<file path="config.mk">
export PLATFORM = sky130hd
export DESIGN_NAME = prio_code_expander
export DESIGN_NICKNAME = d
export VERILOG_FILES = /design/src/rtl/prio_code_expander.sv
export SDC_FILE = /design/constraint.sdc
export NUM_CORES = 1
export LEC_CHECK = 0
export ABC_CLOCK_PERIOD_IN_PS = 2850
export BUFFER_PORTS_ARGS = -buffer_cell sky130_fd_sc_hd__buf_4
export CORE_MARGIN = 1
export CORE_UTILIZATION = 40
export DETAILED_ROUTE_END_ITERATION = 7
export PLACE_DENSITY_LB_ADDON = 0.3
export RECOVER_POWER = 100
export SLEW_MARGIN = 20
export SYNTH_ARGS = -nofsm -noshare
export SYNTH_HDL_FRONTEND = slang
export SYNTH_SLANG_ARGS = --single-unit
</file>
<file path="constraint.sdc">
create_clock -name clk -period 2.85 [get_ports clk]
set_clock_uncertainty 0.15 [all_clocks]
set_input_delay 0.57 -clock clk [delete_from_list [all_inputs] [get_ports clk]]
set_output_delay 0.57 -clock clk [all_outputs]
set_load 0.02 [all_outputs]
</file>
<file path="src/rtl/prio_code_expander.sv">
// prio_code_expander
// Sequential inverse of the 3-bit leading-one priority decoder. A 2-bit code
// accepted over valid/ready is expanded into three size-bit source words whose
// bit-0 slice {src1[0],src2[0],src3[0]} decodes back to that code. Don't-care
// bits are zero by default, or LFSR fill when PRIO_CODE_EXPANDER_RANDFILL_EN
// is defined. count tracks completed output transfers and wraps at 16 bits.
module prio_code_expander #(
   parameter int unsigned size = 1,
   parameter logic [15:0] SEED = 16'hACE1
) (
   input  logic            clk,
   input  logic            reset,
   input  logic            in_valid,
   output logic            in_ready,
   input  logic [1:0]      in_code,
   output logic            out_valid,
   input  logic            out_ready,
   output logic [size-1:0] src1,
   output logic [size-1:0] src2,
   output logic [size-1:0] src3,
   output logic [15:0]     count
);

   localparam int unsigned W    = 3 * size;
   localparam int unsigned POS1 = 2 * size;
   localparam int unsigned POS2 = size;
   localparam int unsigned POS3 = 0;

   logic         accept;
   logic         xfer;
   logic [W-1:0] fill;
   logic [W-1:0] word_c;

   // Handshake: the single output register can take a word whenever it is
   // empty or is being drained this cycle.
   assign in_ready = !out_valid || out_ready;
   assign accept   = in_valid && in_ready;
   assign xfer     = out_valid && out_ready;

`ifdef PRIO_CODE_EXPANDER_RANDFILL_EN
   localparam logic [15:0] SEED_EFF = (SEED == 16'h0000) ? 16'h0001 : SEED;

   logic [15:0] lfsr;
   logic        lfsr_fb;

   assign lfsr_fb = lfsr[15] ^ lfsr[13] ^ lfsr[12] ^ lfsr[10];

   // Fill vector: flattened bit j takes lfsr[j mod 16].
   always_comb begin
      fill = '0;
      for (int j = 0; j < int'(W); j++) begin
         fill[j] = lfsr[4'(j % 16)];
      end
   end

   // LFSR advances once per accepted code, after its value has been used.
   always_ff @(posedge clk) begin
      if (reset) begin
         lfsr <= SEED_EFF;
      end else if (accept) begin
         lfsr <= {lfsr[14:0], lfsr_fb};
      end
   end
`else
   logic [15:0] seed_unused;

   assign seed_unused = SEED;
   assign fill        = '0;
`endif

   // Overlay the determined bit-0 positions onto the fill vector.
   always_comb begin
      word_c = fill;
      case (in_code)
         2'd0: begin
            word_c[POS1] = 1'b1;
         end
         2'd1: begin
            word_c[POS1] = 1'b0;
            word_c[POS2] = 1'b1;
         end
         2'd2: begin
            word_c[POS1] = 1'b0;
            word_c[POS2] = 1'b0;
            word_c[POS3] = 1'b1;
         end
         default: begin
            word_c[POS1] = 1'b0;
            word_c[POS2] = 1'b0;
            word_c[POS3] = 1'b0;
         end
      endcase
   end

   // Output register and transfer counter; reset drops any pending word.
   always_ff @(posedge clk) begin
      if (reset) begin
         out_valid <= 1'b0;
         src1      <= '0;
         src2      <= '0;
         src3      <= '0;
         count     <= 16'h0000;
      end else begin
         if (accept) begin
            {src1, src2, src3} <= word_c;
            out_valid          <= 1'b1;
         end else if (xfer) begin
            out_valid <= 1'b0;
         end
         if (xfer) begin
            count <= count + 16'd1;
         end
      end
   end

endmodule

</file>
# == Word-level counts from Yosys, hierarchy flattened ==
# Index checks and enable logic that the tools add are counted.
# word_totals
ff_bits,20
latchBits,0
ramBits,0
rom_bits,0
input_bits,6
out_inout_bits,21
elab_cells,19
n_memories,0
# classes
addsub,1
multipliers,0
div,0
n_lt_le_gt_ge,0
n_eq_ne,2
shift,0
muxes,5
bitwise,0
reduce_logical,6
# op_table
cell,n
16-bit by 1-bit adder with 16-bit output (second input constant),1
1-bit two-way mux,5
2-bit by 1-bit == test with 1-bit output (second input constant),1
2-bit == test (second input constant),1
1-bit logical AND,2
2-bit zero test,1
2-bit nonzero test,1
1-bit zero test,1
1-bit logical OR,1

# == Depth between registers and ports, before layout ==
# Gate-level depths: netlist of the first run.
# depth
word_depth,4
depth_mapped,5
depth_no_buf,5

# == Least setup slack after synthesis of the first run ==
# OpenSTA, ideal clock, no wires.
# synth_timing
kind,reg-to-reg
start,reg count[7]
end,reg count[14]
setup_ns,0.121
arrival_time_ns,1.495
t_required_ns,2.579
setup_slack_ns,1.084
path_stages_with_launch,5
path_buffers,0
period_less_slack_ns,1.766
cell_sequence,dfxtp_1 > nand4_2 > nor4_1 > nor2b_1 > mux2_2
# synth_via
elab_chain_len,1
# synth_lines
element,line,text
start: declaration,21,output logic [15:0] count
start signal: assignment,111,count <= count + 16'd1;
16-bit by 1-bit adder with 16-bit output,111,
# Every way passes these cells.
# A chain may end at the register's enable or synchronous reset.

# == Worst setup path after layout of the first run ==
# layout_timing
start,in out_ready
end,out in_ready
# layout_via
elab_chain_len,1
# layout_lines
element,line,text
start: declaration,17,"input logic out_ready,"
1-bit logical OR,36,assign in_ready = !out_valid || out_ready;
end: declaration,14,"output logic in_ready,"
# Every way passes these cells.

==> metrics, run 1 <==
Post-CTS Hold Fix Bufs 0; Critical Path Stages 3; P_leak 0.334 nW; WL/cell 11.1 um; Placed Cells 154; Final min period 1.85 ns; Peak supply drop 0.238 mV; Critical-path top delay cell clkbuf_1; ys async rst share 0%; Yosys top cell area share 45.0%; CTS H-tree lvls 1; CP Launch Point out_ready; vias in the first global route 711; share of cells above drive strength 1 8.46%; Setup crit end in_ready; Ys Warns 0; Post-synth top cells dfxtp_1, nor2_1, nand2_1, xnor2_1; Crit Path Category in -> out; Die Wd 49.2 um; crit path cell chain buf_4, nand2b_1, clkbuf_1; initial core utilization 44.0%; worst min-delay path class reg -> reg; WL final 1.74 mm; row count 16; setup TNS 0 ns; flops & latches, synth 20; port buffer count 26; Tcrit/Tclk final 64.8%; worst skew pair latency 0.29 ns; Clock Sinks 20; R2R Path Start count[6]; Gate Count Post-Synth 103; sequential cell area fraction in the yosys report 45.0%; GRT overflow 0; fin cells 157; clock buffer depth 2; R2R setup slack 1.02 ns; Fill cells 223; ANT nets after route 0; Slew HR 78.8%; vias 800; actual slew at the worst max-slew pin 0.313 ns; CTS Root Cell clkbuf_4; Die Height 49.2 um; worst hold stages 2; largest net degree at the start of global routing 24; mean post-synth cell area 8.64 sq um; total track usage 15.4%; CTS resizes 0; Worst Reg2Reg Path Length in Cells 4; Power Density 424 mW/mm^2; CP endpoint kind primary output; Req. time, crit path 2.13 ns; synthesized net count 110; CP bufs+invs 2; RSZ-0062 raised after global routing false; Avg Vias per Cell 5.10; first-pass GRT wire length 2.95 mm; Die ar. 0.00242 sq mm; Distinct cells, synth 24; Post-synth EDFFs 0; Initial DRC Count 11; clock slew at reported path FFs 0.10 ns; nets@finish 139; Top FF cell, synth dfxtp_1; fmax 542 MHz; Crit Path Max Fanout 6; gp weighted congestion 0.745; Final Max Slew Viols 0; fin util 51.5%; status finished clean; First-pass DRT Iterations 4; CTS tree done; # Post-CTS Setup Buffers 0; Worst Setup Start Kind input pin; final hold slack 0.314 ns; Top delay family on crit path buffers and inverters; RR Endpoint count[14]; Final Hold Vio Count 0; count of final setup violators 0; initial antenna violation count 0; CTS buffer count 3; worst stage delay on the critical path 0.25 ns; top-count cell post-synth dfxtp_1; Antenna diodes 0; Worst EP arrival 1.13 ns; synthesized area 890 sq um; leading area contributor after synthesis dfxtp_1; Core Box Area 0.00202 sq mm; Detail Placement HPWL 1.32 mm; P&R area growth vs syn 17.0%; IO Count 27; maxcap violations 0; Synth area leaders dfxtp_1, xnor2_1, nor2_1; DRC 0
-- power by group --
group	leakage, nW	switching [mW]	internal [mW]	total [mW]
Sequential	0.162	0.00384	0.283	0.287
Clock	0.0138	0.0755	0.0491	0.125
Combinational	0.158	0.0192	0.0107	0.0300
-- metal layers --
layer / track usage [%] / share of wire (%) / vias to the layer above
met5: 0 / 0 / -
li1: - / - / 410
met2: 26.9 / 49 / 24
met1: 18.5 / 45 / 363
met3: 3.74 / 5.4 / 3
met4: 4.41 / 0.69 / 0
-- cell type report --
type / count / area, sq um / area share [%]
inverter: 4 / 15.0 / 1.44
sequential: 20 / 400 / 38.5
timing repair buffer: 26 / 116 / 11.2
clock buffer: 3 / 22.5 / 2.16
multi-input combinational: 77 / 453 / 43.5
tap: 27 / 33.8 / 3.25
-- flip-flops by register name, indices dropped and copies added (netlist names) --
name       count
src3           1
src2           1
src1           1
out_valid      1
count         16
-- layout by cell type (no fill, tap or decap) --
master	count
clkbuf_1	21
dfxtp_1	20
nor2_1	15
nand2_1	10
xnor2_1	8
nand3_1	7
a21oi_1	7
buf_4	5
nor2b_1	4
inv_1	4
nor4_1	4
nor3_1	4
nand4_1	3
mux2_2	3
clkbuf_4	3
or3_1	2
nand4b_1	2
xor2_1	2
nand2b_1	1
or2_0	1
o41ai_1	1
or4b_1	1
o21ai_0	1
ha_1	1
-- how the worst min path moves through the flow --
| stage | start | to | slack [ns] |
|---|---|---|---|
| CTS | src1 | src1 | 0.32 |
| global placement | src1 | src1 | 0.29 |
| global route | src2 | src2 | 0.34 |
| detailed placement | src1 | src1 | 0.30 |
| finish | src1 | src1 | 0.31 |
| floorplan | src1 | src1 | 0.38 |
-- stage by stage --
stage / area, sq um / worst slack, ns / power (mW)
after floorplan: 890 / 1.08 / 0.311
after global placement: 1100 / 0.947 / 0.327
after detailed placement: 1100 / 0.873 / 0.328
after CTS: 1130 / 1.03 / 0.450
after global routing: 1040 / 0.863 / 0.465
final: 1040 / 1.00 / 0.442
-- kinds of logic after synthesis --
kind of cell               synth area share [%]
buffers and inverters                      3.37
muxes                                      3.80
and+or+nand+nor                            31.1
DFF                                        45.0
xor gates and xnor gates                   9.85
AOI/OAI and AO/OA                          5.48
adders and majority gates                  1.41
-- worst register-to-register path: stages, from the launching register on --
cell and delay [ns]:
dfxtp_1 0.43, nand4_1 0.23, nor4_1 0.38, nor2b_1 0.20, mux2_2 0.34
No activity file was read; power rests on OpenSTA's default activity.
==> inputs of run 2 (changes only) <==
--- a/config.mk
+++ b/config.mk
@@ -5,7 +5,7 @@
 export SDC_FILE = /design/constraint.sdc
 export NUM_CORES = 1
 export LEC_CHECK = 0
-export ABC_CLOCK_PERIOD_IN_PS = 2850
+export ABC_CLOCK_PERIOD_IN_PS = 1870
 export BUFFER_PORTS_ARGS = -buffer_cell sky130_fd_sc_hd__buf_4
 export CORE_MARGIN = 1
 export CORE_UTILIZATION = 40
==> constraint.sdc (replaced) <==
create_clock -name clk -period 1.87 [get_ports clk]
set_clock_uncertainty 0.15 [all_clocks]
set_input_delay 0.374 -clock clk [delete_from_list [all_inputs] [get_ports clk]]
set_output_delay 0.374 -clock clk [all_outputs]
set_load 0.02 [all_outputs]
==> run 2 against run 1 <==
Sequential share of layout area decreased by 2.1 points. Worst setup slack got worse by 0.91 ns. Clock power increased by 56%. Sequential power increased by 52%. Routed wire length increased by 4.3%. Sequential cell count unchanged. First-iteration DRC count increased by 9.1%. Clock-buffer cell count unchanged. Critical path type is now reg -> reg. Largest cell class unchanged. Largest power group unchanged.
==> metrics, run 2 (same netlist as run 1, synthesis figures left out) <==
status finished clean; Post-CTS Hold Fix Bufs 0; vias 827; row count 16; Worst Setup Start Kind flop; most frequent cells in the layout dfxtp_1, clkbuf_1, nor2_1, buf_4, nand2_1; Power Density 616 mW/mm^2; Peak supply drop 0.367 mV; share of cells above drive strength 1 17.0%; worst setup margin 0.0916 ns; Biggest register count; P&R area growth vs syn 24.2%; max FFs per register 16; Slew HR 77.8%; initial core utilization 44.0%; Die ar. 0.00242 sq mm; Final min period 1.78 ns; Worst EP arrival 1.86 ns; CP bufs+invs 0; Initial DRC Count 12; Final Max Slew Viols 0; vias in the first global route 705; ANT nets after route 0; worst stage delay on the critical path 0.53 ns; total track usage 16.4%; P_leak 0.391 nW; fin util 54.6%; Crit Path Category reg -> reg; CP endpoint kind flop; Die Height 49.2 um; RSZ-0062 raised after global routing true; actual slew at the worst max-slew pin 0.330 ns; gp weighted congestion 0.776; Avg Vias per Cell 5.10; First-pass DRT Iterations 4; IO Count 27; WL/cell 11.2 um; clock buffer depth 2; worst skew pair latency 0.29 ns; fmax 562 MHz; Die Wd 49.2 um; Clock Sinks 20; crit path cell chain nand4_2, or2_0, or4b_1, a21oi_1; leading cell type in the layout, fill and taps excluded dfxtp_1; DRC 0; worst min-delay path class in -> reg; Placement Setup Slack 0.0937 ns; Detail Placement HPWL 1.35 mm; Antenna diodes 0; CTS H-tree lvls 1; initial antenna violation count 0; maxcap violations 0; clock slew at reported path FFs 0.10 ns; first-pass GRT wire length 3.10 mm; Top delay family on crit path simple AND/OR/NAND/NOR gates; GRT overflow 0; count of final setup violators 0; Crit Path Max Fanout 5; Critical-path top delay cell or4b_1; CTS buffer count 3; CTS Root Cell clkbuf_4; nets@finish 144; Core Box Area 0.00202 sq mm; Tcrit/Tclk final 95.1%; WL final 1.81 mm; CTS tree done; Final Hold Vio Count 0; port buffer count 26; Fill cells 212; largest net degree at the start of global routing 24; Req. time, crit path 1.95 ns
[run 2: layer usage]
metal | global-route usage, % | wire, um | part of all wire, % | up-vias
li1 | - | - | - | 423
met1 | 22.7 | 834 | 46 | 372
met2 | 26.0 | 871 | 48 | 27
met3 | 2.80 | 80 | 4.4 | 5
met4 | 4.41 | 24 | 1.3 | 0
met5 | 0 | 0 | 0 | -
[run 2: through the flow]
step	setup TNS [ns]	hold WS [ns]	power (mW)	std cells	cell area [sq um]
finish	0	0.190	0.681	162	1100
global route	-0.0356	0.189	0.714	162	1100
CTS	0	0.183	0.694	162	1160
detailed placement	0	0.297	0.501	159	1140
global placement	0	0.294	0.500	159	1140
floorplan	0	0.351	0.475	103	890
[run 2: what timing repair did]
item / in CTS / in global routing
endpoints found under the setup margin: 0 / 2
hold endpoints to repair: 0 / 0
setup buffers: 0 / 0
resized for setup: 0 / 3
[run 2: cell type report]
type                       count  area, sq um  share of cell area (%)
sequential                    20          402                    36.4
timing repair buffer          31          173                    15.6
tap                           27         33.8                    3.06
multi-input combinational     77          459                    41.6
clock buffer                   3         22.5                    2.04
inverter                       4         15.0                    1.36
[run 2: tightest hold or removal path, cell delays in order]
cell and delay [ns]:
buf_4 0.12, inv_1 0.05, a21oi_1 0.05
[run 2: power breakdown]
group          leakage, nW  switching (mW)  total [mW]  internal (mW)
Combinational        0.215          0.0304      0.0496         0.0192
Sequential           0.162         0.00489       0.436          0.432
Clock               0.0138           0.120       0.195         0.0749
Total                0.391           0.155       0.681          0.526
[run 2: path summary, 6_finish.rpt]
| path | start | to | slack [ns] | cells past startpoint |
|---|---|---|---|---|
| hold reg to reg | src2 | src2 | 0.31 | 2 |
| setup reg to reg | count[8] | count[11] | 0.09 | 4 |
| setup / recovery | count[8] | count[11] | 0.09 | 4 |
| hold / removal | in_valid | out_valid | 0.19 | 3 |
==> inputs of run 3 (changes only) <==
--- a/config.mk
+++ b/config.mk
@@ -12,6 +12,7 @@
 export DETAILED_ROUTE_END_ITERATION = 7
 export PLACE_DENSITY_LB_ADDON = 0.3
 export RECOVER_POWER = 100
+export REMOVE_ABC_BUFFERS = 1
 export SLEW_MARGIN = 20
 export SYNTH_ARGS = -nofsm -noshare
 export SYNTH_HDL_FRONTEND = slang
==> run 3 against run 2 <==
Cell count is 1.9% higher. Non-clock buffer count is 2 higher. Critical path depth stayed put. Clock power is 27% higher. Hold slack worse by 0.013 ns. Power is 7.6% higher. Largest cell class unchanged. Largest power group unchanged.
==> metrics, run 3 (same netlist as run 1, synthesis figures left out) <==
status finished clean; CP Launch Point count[6]; CTS Root Cell clkbuf_4; CTS buffer count 3; first-pass GRT wire length 3.14 mm; vias in the first global route 758; total track usage 16.6%; Worst Setup Start Kind flop; CTS resizes 0; Avg Vias per Cell 4.81; Initial DRC Count 15; Clock Sinks 20; worst skew pair latency 0.30 ns; Die Wd 49.2 um; fmax 561 MHz; Final Hold Vio Count 0; Final Max Slew Viols 0; CP endpoint kind flop; Worst EP arrival 1.83 ns; Post-CTS Hold Fix Bufs 0; Antenna diodes 0; GR Layer Usage met1 20.2%; Crit Path Max Fanout 7; First-pass DRT Iterations 4; Req. time, crit path 1.92 ns; leading cell type in the layout, fill and taps excluded clkbuf_1; DRC 0; P_leak 0.384 nW; gp weighted congestion 0.737; IO Count 27; R2R Path Start count[6]; most frequent cells in the layout clkbuf_1, dfxtp_1, nor2_1, nand2_1, buf_4; Fill cells 214; fin util 54.9%; worst min-delay path class in -> reg; area of the multi-input gates 459 sq um; Power Density 660 mW/mm^2; Core Box Area 0.00202 sq mm; CTS H-tree lvls 1; initial core utilization 44.0%; largest net degree at the start of global routing 24; port buffer count 26; vias 793; count of final setup violators 0; Die Height 49.2 um; row count 16; clock slew at reported path FFs 0.11 ns; nets@finish 146; Final min period 1.78 ns; min-delay src in_valid; P&R area growth vs syn 24.8%; maxcap violations 0; RSZ-0062 raised after global routing false; # Post-CTS Setup Buffers 0; max FFs per register 16; Slew HR 76.8%; setup TNS 0 ns; Reg area 400 sq um; Detail Placement HPWL 1.34 mm; Tcrit/Tclk final 95.3%; Peak supply drop 0.349 mV; global route hottest layer met2; clock buffer depth 2; initial antenna violation count 0; Die ar. 0.00242 sq mm; GRT overflow 0; final hold slack 0.177 ns; WL final 1.74 mm; GR Util met3 5.61%; Biggest register count; Crit Path Category reg -> reg; ANT nets after route 0; share of cells above drive strength 1 13.8%; CTS tree done; actual slew at the worst max-slew pin 0.344 ns; met2 Resource Use GR 28.1%; WL/cell 10.5 um
-- run 3: changes by cell type in the layout (fill, tap and decap cells not counted) --
cell      delta
buf_4        -5
clkbuf_1     +6
clkbuf_4     +1
clkbuf_8     +1
dfxtp_1      +1
dfxtp_2      -1
-- run 3: per-stage QoR --
stage                     cell area [sq um]  power [mW]  worst slack, ns  std cells
after CTS                              1190       0.748           0.0836        165
after detailed placement               1160       0.501            0.102        161
after floorplan                         875       0.468            0.104        101
after global placement                 1160       0.500            0.196        161
after global routing                   1110       0.774           0.0133        165
final                                  1110       0.733           0.0880        165
-- run 3: final cells by class --
class / instances / area share [%]
Sequential cell: 20 / 36.1
Multi-Input combinational cell: 77 / 41.4
Tap cell: 27 / 3.04
Timing Repair Buffer: 33 / 14.9
Clock buffer: 4 / 3.27
Inverter: 4 / 1.35
-- run 3: path summary, 6_finish.rpt --
path         cells after the start   endpoint  slack [ns]
max reg2reg                      4  count[14]        0.09
max                              4  count[14]        0.09
min reg2reg                      2       src1        0.31
min                              3  out_valid        0.18
-- run 3: per-layer routing --
metal / part of all wire [%] / vias up
li1: - / 428
met1: 46 / 354
met2: 51 / 11
met3: 3.4 / 0
met4: 0 / 0
met5: 0 / -
-- run 3: worst max-delay path, stage by stage, from the launching register on --
cell and delay, ns:
dfxtp_1 0.44, nand4_2 0.16, nor4_1 0.39, nor2b_1 0.20, mux2_2 0.34
-- run 3: power breakdown --
part / switching, mW / internal (mW) / leakage (nW)
registers: 0.00462 / 0.432 / 0.162
clock network: 0.129 / 0.119 / 0.0210
logic: 0.0308 / 0.0181 / 0.201
